--- src/rtl/jr_target_resolver.sv ---
// ---------------------------------------------------------------------------
// jr_target_resolver
//
// Resolves the target of a register-indirect jump (JR) in the ID stage.
// It picks the freshest copy of the JR source register from EX, MEM, WB or
// the register file, with the youngest stage taking priority. When the value
// is not yet available (load in EX, or a load in MEM whose data has not
// arrived) it stalls ID and re-evaluates every cycle. A resolved target is
// registered and flagged with a one-cycle valid pulse.
//
// Ports:
//   clk, rst_n              clock, asynchronous active-low reset
//   jr_valid_i, jr_src_i    JR present in ID and its source register
//   flush_i                 kill the JR in ID
//   {ex,mem,wb}_dst_i/_we_i destination register / write enable per stage
//   ex_mem_re_i, mem_mem_re_i  stage holds a load
//   mem_ld_valid_i          load data on mem_ld_data_i is valid
//   *_data_i                candidate values (EX, MEM ALU, MEM load, WB, RF)
//   stall_o                 combinational freeze of PC/IF/ID
//   jr_target_o, jr_target_valid_o, fwd_src_o   registered result
//   stall_cycles_o          saturating count of stall cycles
//   timeout_err_o           sticky flag: a wait ran longer than MAX_WAIT
// ---------------------------------------------------------------------------
module jr_target_resolver #(
    parameter int AW          = 4,
    parameter int DW          = 16,
    parameter bit ZERO_REG_EN = 1'b1,
    parameter int MAX_WAIT    = 7,
    parameter int PERF_W      = 16
) (
    input  logic              clk,
    input  logic              rst_n,
    input  logic              jr_valid_i,
    input  logic [AW-1:0]     jr_src_i,
    input  logic              flush_i,
    input  logic [AW-1:0]     ex_dst_i,
    input  logic [AW-1:0]     mem_dst_i,
    input  logic [AW-1:0]     wb_dst_i,
    input  logic              ex_we_i,
    input  logic              mem_we_i,
    input  logic              wb_we_i,
    input  logic              ex_mem_re_i,
    input  logic              mem_mem_re_i,
    input  logic              mem_ld_valid_i,
    input  logic [DW-1:0]     ex_data_i,
    input  logic [DW-1:0]     mem_alu_data_i,
    input  logic [DW-1:0]     mem_ld_data_i,
    input  logic [DW-1:0]     wb_data_i,
    input  logic [DW-1:0]     rf_data_i,
    output logic              stall_o,
    output logic [DW-1:0]     jr_target_o,
    output logic              jr_target_valid_o,
    output logic [2:0]        fwd_src_o,
    output logic [PERF_W-1:0] stall_cycles_o,
    output logic              timeout_err_o
);

    typedef enum logic [2:0] {
        SRC_RF      = 3'd0,
        SRC_EX      = 3'd1,
        SRC_MEM_ALU = 3'd2,
        SRC_MEM_LD  = 3'd3,
        SRC_WB      = 3'd4,
        SRC_ZERO    = 3'd5
    } fwd_src_e;

    typedef enum logic {
        IDLE = 1'b0,
        WAIT = 1'b1
    } state_e;

    localparam logic [7:0] MAX_WAIT_C = 8'(MAX_WAIT);

    state_e            state_q, state_d;
    logic [7:0]        wait_cnt_q, wait_cnt_d;
    logic [DW-1:0]     jr_target_q;
    logic [2:0]        fwd_src_q;
    logic              valid_q;
    logic [PERF_W-1:0] stall_cycles_q;
    logic              timeout_err_q, timeout_err_d;

    logic              is_zero, m_ex, m_mem, m_wb;
    logic              unresolvable, capture;
    logic [DW-1:0]     sel_value;
    fwd_src_e          sel_src;

    // Operand selection: youngest matching stage wins.
    always_comb begin
        // NOTE: every signal assigned in a combinational block gets a default
        // first, otherwise an unassigned path infers a latch.
        sel_value = rf_data_i;
        sel_src   = SRC_RF;

        is_zero = ZERO_REG_EN && (jr_src_i == '0);
        m_ex    = ex_we_i  && (ex_dst_i  == jr_src_i) && !is_zero;
        m_mem   = mem_we_i && (mem_dst_i == jr_src_i) && !is_zero;
        m_wb    = wb_we_i  && (wb_dst_i  == jr_src_i) && !is_zero;

        // A load in EX can never be forwarded; a load in MEM only once its
        // data has arrived. An older MEM load is irrelevant when EX matches.
        unresolvable = (m_ex && ex_mem_re_i) ||
                       (!m_ex && m_mem && mem_mem_re_i && !mem_ld_valid_i);

        if (is_zero) begin
            sel_value = '0;
            sel_src   = SRC_ZERO;
        end else if (m_ex) begin
            sel_value = ex_data_i;
            sel_src   = SRC_EX;
        end else if (m_mem) begin
            sel_value = mem_mem_re_i ? mem_ld_data_i : mem_alu_data_i;
            sel_src   = mem_mem_re_i ? SRC_MEM_LD : SRC_MEM_ALU;
        end else if (m_wb) begin
            sel_value = wb_data_i;
            sel_src   = SRC_WB;
        end
    end

    assign stall_o = jr_valid_i && !flush_i && unresolvable;

    // Next-state logic.
    always_comb begin
        state_d    = state_q;
        wait_cnt_d = wait_cnt_q;
        capture    = 1'b0;

        if (flush_i) begin
            state_d    = IDLE;
            wait_cnt_d = '0;
        end else begin
            unique case (state_q)
                IDLE: begin
                    if (jr_valid_i) begin
                        if (unresolvable) begin
                            state_d    = WAIT;
                            wait_cnt_d = 8'd1;
                        end else begin
                            capture = 1'b1;
                        end
                    end
                end
                WAIT: begin
                    if (!jr_valid_i) begin
                        // JR vanished without a flush: drop it quietly.
                        state_d    = IDLE;
                        wait_cnt_d = '0;
                    end else if (unresolvable) begin
                        if (wait_cnt_q != 8'hFF) wait_cnt_d = wait_cnt_q + 8'd1;
                    end else begin
                        capture    = 1'b1;
                        state_d    = IDLE;
                        wait_cnt_d = '0;
                    end
                end
                default: begin
                    state_d    = IDLE;
                    wait_cnt_d = '0;
                end
            endcase
        end

        timeout_err_d = timeout_err_q || (stall_o && (wait_cnt_d > MAX_WAIT_C));
    end

    always_ff @(posedge clk or negedge rst_n) begin
        if (!rst_n) begin
            // NOTE: the target/source registers are reset too, so the
            // outputs are defined straight out of reset, not just after the
            // first pulse.
            state_q        <= IDLE;
            wait_cnt_q     <= '0;
            jr_target_q    <= '0;
            fwd_src_q      <= SRC_RF;
            valid_q        <= 1'b0;
            stall_cycles_q <= '0;
            timeout_err_q  <= 1'b0;
        end else begin
            // NOTE: non-blocking assignments keep every register sampling
            // the pre-edge values, independent of statement order.
            state_q       <= state_d;
            wait_cnt_q    <= wait_cnt_d;
            valid_q       <= capture;
            timeout_err_q <= timeout_err_d;
            if (capture) begin
                jr_target_q <= sel_value;
                fwd_src_q   <= sel_src;
            end
            if (stall_o && (stall_cycles_q != '1)) begin
                stall_cycles_q <= stall_cycles_q + 1'b1;
            end
        end
    end

    assign jr_target_o       = jr_target_q;
    assign jr_target_valid_o = valid_q;
    assign fwd_src_o         = fwd_src_q;
    assign stall_cycles_o    = stall_cycles_q;
    assign timeout_err_o     = timeout_err_q;

endmodule
--- config.mk ---
export PLATFORM = sky130hd
export DESIGN_NAME = jr_target_resolver
export DESIGN_NICKNAME = d
export VERILOG_FILES = /design/src/rtl/jr_target_resolver.sv
export SDC_FILE = /design/constraint.sdc
export NUM_CORES = 1
export LEC_CHECK = 0
export CAP_MARGIN = 20
export CORE_AREA = 2 2 94 96
export CTS_CLUSTER_SIZE = 16
export DETAILED_ROUTE_END_ITERATION = 10
export DIE_AREA = 0 0 96 98
export PLACE_DENSITY = 0.76
export SETUP_SLACK_MARGIN = 0.05
export SLEW_MARGIN = 40
export SYNTH_ARGS = -nofsm -noshare
export SYNTH_HDL_FRONTEND = slang
export SYNTH_SLANG_ARGS = --single-unit
export TNS_END_PERCENT = 1
--- constraint.sdc ---
create_clock -name clk -period 2.35 [get_ports clk]
set_clock_uncertainty 0.2 [all_clocks]
set_input_delay 0.235 -clock clk [delete_from_list [all_inputs] [get_ports clk]]
set_output_delay 0.235 -clock clk [all_outputs]
set_load 0.05 [all_outputs]
# Word level (Yosys, flattened, before mapping)
# Index checks and enable logic that the tools add are counted.
# word_totals
ff_bits,46
latch_bits,0
mem_bits_rw,0
mem_bits_ro,0
input_bits,106
out_inout_bits,38
word_cells,60
memories,0
# classes
addsub,2
mul,0
div,0
order_cmp,1
n_eq_ne,5
n_shift,0
muxes,23
bitwise_logic,1
n_reduce_logical,21
# ops
cell,n
16-bit two-way mux,5
8-bit two-way mux,6
16-bit by 1-bit adder with 16-bit output (second input constant),1
16-bit inequality test (second input constant),1
8-bit one-hot mux with 2 select lines,1
1-bit logical AND,14
4-bit equality test,3
3-bit two-way mux,4
8-bit by 1-bit adder with 8-bit output (second input constant),1
8-bit by 3-bit > comparator with 1-bit output (second input constant),1
8-bit inequality test (second input constant),1
1-bit two-way mux,7
1-bit zero test,4
4-bit zero test,1
1-bit logical OR,2
1-bit inverter,1

# Depth between registers and ports, before layout
# Gate-level depths: netlist of run 1.
# depth
word_depth,15
ltp_mapped,10

# Least setup slack after synthesis of run 1
# No wires, ideal clock.
# synth_timing
path_kind,input to register
from,input jr_src_i[2]
to,"register stall_cycles_q[1], in the netlist stall_cycles_o[1]"
t_arrival_ns,2.600
required_ns,2.022
path_slack_ns,-0.578
cell_stages,8
path_buffers,1
path_cell_list,buf_2 xor2_1 or4_4 nor4_4 mux2i_1 nor2_2 o31a_1 mux2_1
# synth_via
elab_chain_cells,10
word_cells_on_any_way,16
classes_between,2 x eq/ne; 14 x reduce/logical
# synth_lines
item,line,text
start: declaration,34,"input logic [AW-1:0] jr_src_i,"
4-bit equality test / 4-bit zero test (equally long branches),"95, 94",
1-bit logical AND / 1-bit zero test (equally long branches),"95, 96",
1-bit logical AND,95,m_ex = ex_we_i && (ex_dst_i == jr_src_i) && !is_zero;
1-bit zero test,102,(!m_ex && m_mem && mem_mem_re_i && !mem_ld_valid_i);
1-bit logical AND (3 in series),102,
1-bit logical OR *,101,unresolvable = (m_ex && ex_mem_re_i) ||
1-bit logical AND *,119,assign stall_o = jr_valid_i && !flush_i && unresolvable;
named net stall_o,50,"output logic stall_o,"
1-bit logical AND *,188,if (stall_o && (stall_cycles_q != '1)) begin
end signal: assignment,189,stall_cycles_q <= stall_cycles_q + 1'b1;
end: declaration,79,logic [PERF_W-1:0] stall_cycles_q;
# Mark *: on every way through the listed nets, which the timed path passes. The rest lies on a longest branch.
# A chain may end at the register's enable or synchronous reset.

# Final worst setup path of run 1
# layout_timing
from,input jr_src_i[1]
to,output stall_o
# layout_via
elab_chain_cells,9
word_cells_on_any_way,15
classes_between,2 x eq/ne; 13 x reduce/logical
# layout_lines
item,line
4-bit equality test / 4-bit zero test (equally long branches),"95, 94"
1-bit logical AND / 1-bit zero test (equally long branches),"95, 96"
1-bit logical AND,95
1-bit zero test,102
1-bit logical AND (3 in series),102
1-bit logical OR *,101
1-bit logical AND *,119
end: declaration,50
# Every way passes the cells marked *; elsewhere a longest branch is shown, timed or not.

==> impl_metrics.json, run 1 <==
{
  "status": "complete, no violations",
  "hold_class": "in -> async",
  "arrival_ns": 1.86,
  "synth-seq-cells": 46,
  "final_common_cell": "clkdlybuf4s50_1",
  "maxSlewViolCount": 0,
  "die_y_um": 98,
  "crit_type": "in -> out",
  "synth.distinct_cells": 52,
  "clk_pin_slew_ns": 0.08,
  "pwr_density_cell_nw_per_um2": 423,
  "grt_pass1_vias": 3219,
  "via_count": 3163,
  "hpwlAfterDp_um": 7270,
  "startpoint_type": "input pin",
  "maxCapViolations": 0,
  "r2r_cells": 7,
  "rows": 34,
  "nFillCells": 749,
  "grt_max_degree": 34,
  "root_buffer": "clkbuf_8",
  "ant_nets": 0,
  "synth_fp_nets": 442,
  "grt_antenna_before_repair": 0,
  "synth_area_leader_cell": "dfrtp_1",
  "fin_area_um2": 5110,
  "yosys-top-cells-area": "dfrtp_1, mux2i_1, a211oi_1, a21oi_1, a211oi_2",
  "synth_area_um2": 3090,
  "min_period_ns": 2.29,
  "port_buffers": 143,
  "period_share": 0.976,
  "gp_congestion": 0.878,
  "synth-edff-count": 0,
  "final_cell_mix": "clkdlybuf4s50_1, dfrtp_1, buf_4, nand2_1, a21oi_1",
  "rsz0062_at_grt": "yes",
  "overflow": 0,
  "die_x_um": 96,
  "critPathMaxFanout": 4,
  "cp.required_ns": 1.91,
  "grt_pass1_wl_um": 15000,
  "nets": 616,
  "final_hold_viol_count": 0,
  "cts.sinks": 46,
  "synth_top_area_share": 0.372,
  "core_um2": 8470,
  "ir_worst_vdd_uv": 272,
  "slew_headroom": 0.638,
  "fmax_mhz": 436,
  "start_util": 0.365,
  "place_area_um2": 4900,
  "ys_warn_count": 0,
  "setup_viol": 0,
  "drc_errors": 0,
  "grt_use_total": 0.198,
  "clk_latency_ns": 0.30,
  "hold_slack_ns": 0.219,
  "area_growth_syn_to_layout_pct": 65.2,
  "cts_buffers": 5,
  "multi_input_area_um2": 1860,
  "seq_area_frac_synth": 0.372,
  "synthArstFlopShare": 1.00,
  "dpl.cell_count": 602,
  "ys.flop_type": "dfrtp_1",
  "p_leak_uw": 0.00206,
  "drt-total-wl_um": 9220,
  "h-tree-depth": 2,
  "layout-drive-gt1-share": 0.193,
  "num_io_pins": 144,
  "synthCells": 334,
  "register_area_um2": 1150,
  "tightest_slew_ns": 0.541,
  "final_cells": 617,
  "cts_tree": "done",
  "syn_area_per_cell_um2": 9.25,
  "die_area_um2": 9410,
  "dr.first_iter.drc_count": 91,
  "wl_per_cell_um": 14.9,
  "dr.pass1.iters": 4,
  "viasPerCell": 5.13,
  "end_kind": "primary output",
  "cts_buffer_depth": 2,
  "num_antenna_cells": 0
}
## report_power, final
group	total [uW]	switching, uW	internal, uW
Clock	498	260	238
Combinational	784	419	365
Sequential	880	33.0	847
## Yosys cell counts, types with 8 or more instances
cell type / n
dfrtp_1: 46
a21oi_1: 31
nand2_1: 30
a211oi_1: 21
mux2i_1: 17
nor2b_1: 16
xnor2_1: 15
o21ai_1: 13
a211oi_2: 12
xor2_1: 12
buf_2: 11
nor2_1: 11
nand3_1: 10
and3_1: 9
nand4_1: 8
## per-layer routing
layer	up-vias	part of all wire	track usage
met5	-	0	0
met4	0	0.015	0.0484
met3	13	0.058	0.0378
met2	115	0.52	0.347
met1	1465	0.41	0.246
li1	1570	-	-
## layout make-up
class                   instances  share of cell area
multi-input cells             258               0.365
inverters                       4             0.00294
clock inverters                 1            0.000980
well taps                     108              0.0265
flip-flops and latches         46               0.225
clock buffers                   7              0.0169
repair buffers                193               0.362
## metrics by stage
| step | setup TNS (ns) | worst slack, ns | power (uW) | utilization |
|---|---|---|---|---|
| final | 0 | 0.0565 | 2160 | 0.603 |
| after CTS | 0 | 0.0316 | 2180 | 0.596 |
| after global routing | -0.0279 | -0.0279 | 2270 | 0.603 |
| after floorplan | -2.54 | -0.353 | 1280 | - |
| after detailed placement | -26.96 | -0.681 | 1680 | 0.579 |
| after global placement | -23.92 | -0.590 | 1660 | 0.579 |
## registers in the layout, indices dropped and copies added, names as in the netlist
register           flops
state_q                1
jr_target_valid_o      1
stall_cycles_o        16
fwd_src_o              3
timeout_err_o          1
jr_target_o           16
wait_cnt_q             8
## worst paths after layout
path	from	to	slack, ns
min	rst_n	stall_cycles_o[9]	0.22
min reg2reg	fwd_src_o[1]	fwd_src_o[1]	0.29
min in group clk	jr_src_i[1]	fwd_src_o[2]	0.23
max in group asynchronous	rst_n	fwd_src_o[2]	1.02
max	jr_src_i[1]	stall_o	0.06
max reg2reg	wait_cnt_q[0]	timeout_err_o	0.11
## critical path, cell delays in order
cell     delay [ns]
buf_8          0.11
xor2_1         0.13
or4_4          0.53
nor4_4         0.25
buf_4          0.17
mux2i_4        0.07
nor2_4         0.11
buf_6          0.12
buf_12         0.12
## kinds of logic after synthesis
family          after synthesis  synth area share
xor+xnor                     27            0.0765
buf+inv                      30            0.0522
fa+ha+maj                     2           0.00810
mux                          21            0.0708
simple gates                110             0.200
flops                        46             0.372
compound gates               98             0.220
## timing repair
| item | in CTS | in global routing |
|---|---|---|
| pin swaps | 7 | 11 |
| buffers inserted | 6 | 0 |
| endpoints found under the setup margin | 46 | 32 |
| resized for setup | 32 | 22 |
| endpoints found under the hold margin | 20 | 0 |
| hold buffers | 1 | 0 |
No activity file was read; power rests on OpenSTA's default activity.
==> run 2, diff against run 1 <==
--- a/config.mk
+++ b/config.mk
@@ -6,14 +6,15 @@
 export NUM_CORES = 1
 export LEC_CHECK = 0
 export CAP_MARGIN = 20
-export CORE_AREA = 2 2 94 96
+export CORE_AREA = 2 2 93 95
+export CTS_BUF_LIST = sky130_fd_sc_hd__clkbuf_2 sky130_fd_sc_hd__clkbuf_4 sky130_fd_sc_hd__clkbuf_8
 export CTS_CLUSTER_SIZE = 16
 export DETAILED_ROUTE_END_ITERATION = 10
-export DIE_AREA = 0 0 96 98
-export PLACE_DENSITY = 0.76
+export DIE_AREA = 0 0 95 97
+export PLACE_DENSITY = 0.77
 export SETUP_SLACK_MARGIN = 0.05
 export SLEW_MARGIN = 40
 export SYNTH_ARGS = -nofsm -noshare
 export SYNTH_HDL_FRONTEND = slang
 export SYNTH_SLANG_ARGS = --single-unit
-export TNS_END_PERCENT = 1
+export TNS_END_PERCENT = 10
==> impl_metrics.json, run 2 (synthesized netlist as in run 1, its figures left out) <==
{
  "status": "complete, no violations",
  "p_int_uw": 1430,
  "drc_errors": 0,
  "gp_congestion": 0.913,
  "dr.first_iter.drc_count": 47,
  "num_antenna_cells": 0,
  "start_util": 0.380,
  "wl_per_cell_um": 15.3,
  "crit_type": "in -> out",
  "cts.sinks": 46,
  "cp.required_ns": 1.91,
  "cts_buffer_depth": 2,
  "clock_power_share": 0.227,
  "grt-busiest-layer": "met2",
  "nFillCells": 685,
  "total_power_uw": 2150,
  "die_area_um2": 9220,
  "cp_top_family": "buffers and inverters",
  "place_area_um2": 4860,
  "setup_viol": 0,
  "hpwlAfterDp_um": 7460,
  "die_y_um": 97,
  "final_cell_mix": "clkdlybuf4s50_1, dfrtp_1, buf_4, nand2_1, a21oi_1",
  "rsz0062_at_grt": "yes",
  "via_count": 3116,
  "switchingPower_uw": 721,
  "hold_class": "in -> reg",
  "grtUsageMet1": 0.260,
  "swShare": 0.334,
  "grt_max_degree": 36,
  "tightest_slew_ns": 0.555,
  "fmax_mhz": 444,
  "critPathMaxFanout": 4,
  "hold_path_end": "fwd_src_o[2]",
  "area_growth_syn_to_layout_pct": 63.7,
  "register_area_um2": 1160,
  "critPathBufInv": 5,
  "root_buffer": "clkbuf_8",
  "fin_area_um2": 5060,
  "overflow": 0,
  "dr.pass1.iters": 4,
  "cts_tree": "done",
  "min_period_ns": 2.25,
  "h-tree-depth": 2,
  "rrSetupSlack_ns": 0.14,
  "layout-drive-gt1-share": 0.197,
  "slowest_delay_ns": 0.34,
  "grt_pass1_vias": 3294,
  "multi_input_area_um2": 1870,
  "pwr_density_cell_nw_per_um2": 426,
  "crit_path_cell_trace": "buf_2, buf_4, nor3_1, or3_4, a21oi_4, buf_6, mux2i_4, nor2_4, buf_6, buf_12",
  "grtUsageMet2": 0.357,
  "final_common_cell": "clkdlybuf4s50_1",
  "maxCapViolations": 0,
  "fin_util": 0.622,
  "combPwrFrac": 0.364,
  "die_x_um": 95,
  "viasPerCell": 5.13,
  "port_buffers": 143,
  "hold_start": "jr_src_i[2]",
  "final_hold_viol_count": 0,
  "ir_worst_vdd_uv": 238,
  "core_um2": 8130,
  "pwr-share-seq": 0.409,
  "cp_common_cell": "buf_6",
  "r2r_start": "wait_cnt_q[0]",
  "clk_latency_ns": 0.30,
  "slew_headroom": 0.629,
  "drt-total-wl_um": 9280,
  "cts_buffers": 5,
  "cpMaxStageDelayCell": "or3_4",
  "nets": 610,
  "grt_pass1_wl_um": 15400,
  "rows": 33,
  "r2r_cells": 7,
  "maxSlewViolCount": 0,
  "ant_nets": 0,
  "num_io_pins": 144,
  "timing.rr.end": "timeout_err_o",
  "end_kind": "primary output",
  "startpoint_type": "input pin",
  "grt_use_total": 0.208,
  "gr-usage-met3": 0.0460,
  "arrival_ns": 1.82,
  "p_leak_uw": 0.00202,
  "period_share": 0.959,
  "grt_antenna_before_repair": 0,
  "clk_pin_slew_ns": 0.09,
  "hold-path-cell-count": 5
}
run 2: layout make-up:
| class | instances | share of cell area |
|---|---|---|
| inverter | 4 | 0.00297 |
| multi-input combinational | 258 | 0.369 |
| tap | 105 | 0.0260 |
| timing repair buffer | 187 | 0.356 |
| clock buffer | 6 | 0.0151 |
| sequential | 46 | 0.229 |
| clock inverter | 2 | 0.00272 |
run 2: worst register-to-register path: cells and delay by family, from the launching register on:
family / cells / cell delay (ns)
AND/OR/NAND/NOR: 4 / 0.79
buffers and inverters: 1 / 0.13
AO/OA/AOI/OAI: 2 / 0.61
flip-flops: 1 / 0.36
run 2: timing repair:
item,4_1_cts,5_1_grt
setup buffers,6,0
setup endpoints to repair,46,23
pin swaps,11,3
endpoints found under the hold margin,46,0
hold buffers,1,0
gates resized for setup,34,20
run 2: worst max-delay path by stage:
stage | startpoint | end | slack (ns) | cells past startpoint
floorplan | jr_src_i[1] | stall_cycles_o[1] | -0.35 | 8
global placement | jr_src_i[1] | stall_cycles_o[10] | -0.67 | 8
detailed placement | jr_src_i[3] | stall_cycles_o[12] | -0.81 | 8
CTS | mem_dst_i[3] | stall_o | 0.06 | 8
global route | jr_src_i[2] | timeout_err_o | 0.03 | 9
finish | jr_src_i[1] | stall_o | 0.1 | 10
run 2: power groups by stage:
| stage | Combinational [uW] | Sequential, uW | Clock (uW) |
|---|---|---|---|
| floorplan | 183 | 1100 | 0 |
| global placement | 769 | 894 | 0 |
| detailed placement | 784 | 896 | 0 |
| CTS | 784 | 882 | 507 |
| global route | 836 | 888 | 545 |
| finish | 784 | 881 | 490 |
run 2: per-layer routing:
metal  vias to the layer above  wire length (um)
li1                       1549                 -
met1                      1453              3840
met2                       104              4770
met3                        10               532
met4                         0               138
met5                         -                 0
run 2: through the flow:
step	worst slack [ns]	std cells	hold slack [ns]	TNS, ns
floorplan	-0.353	334	-0.261	-2.07
global placement	-0.672	593	0.0380	-25.00
detailed placement	-0.813	593	0.0413	-28.99
CTS	0.0601	608	0.247	0
global route	0.0311	608	0.238	0
finish	0.0952	608	0.233	0
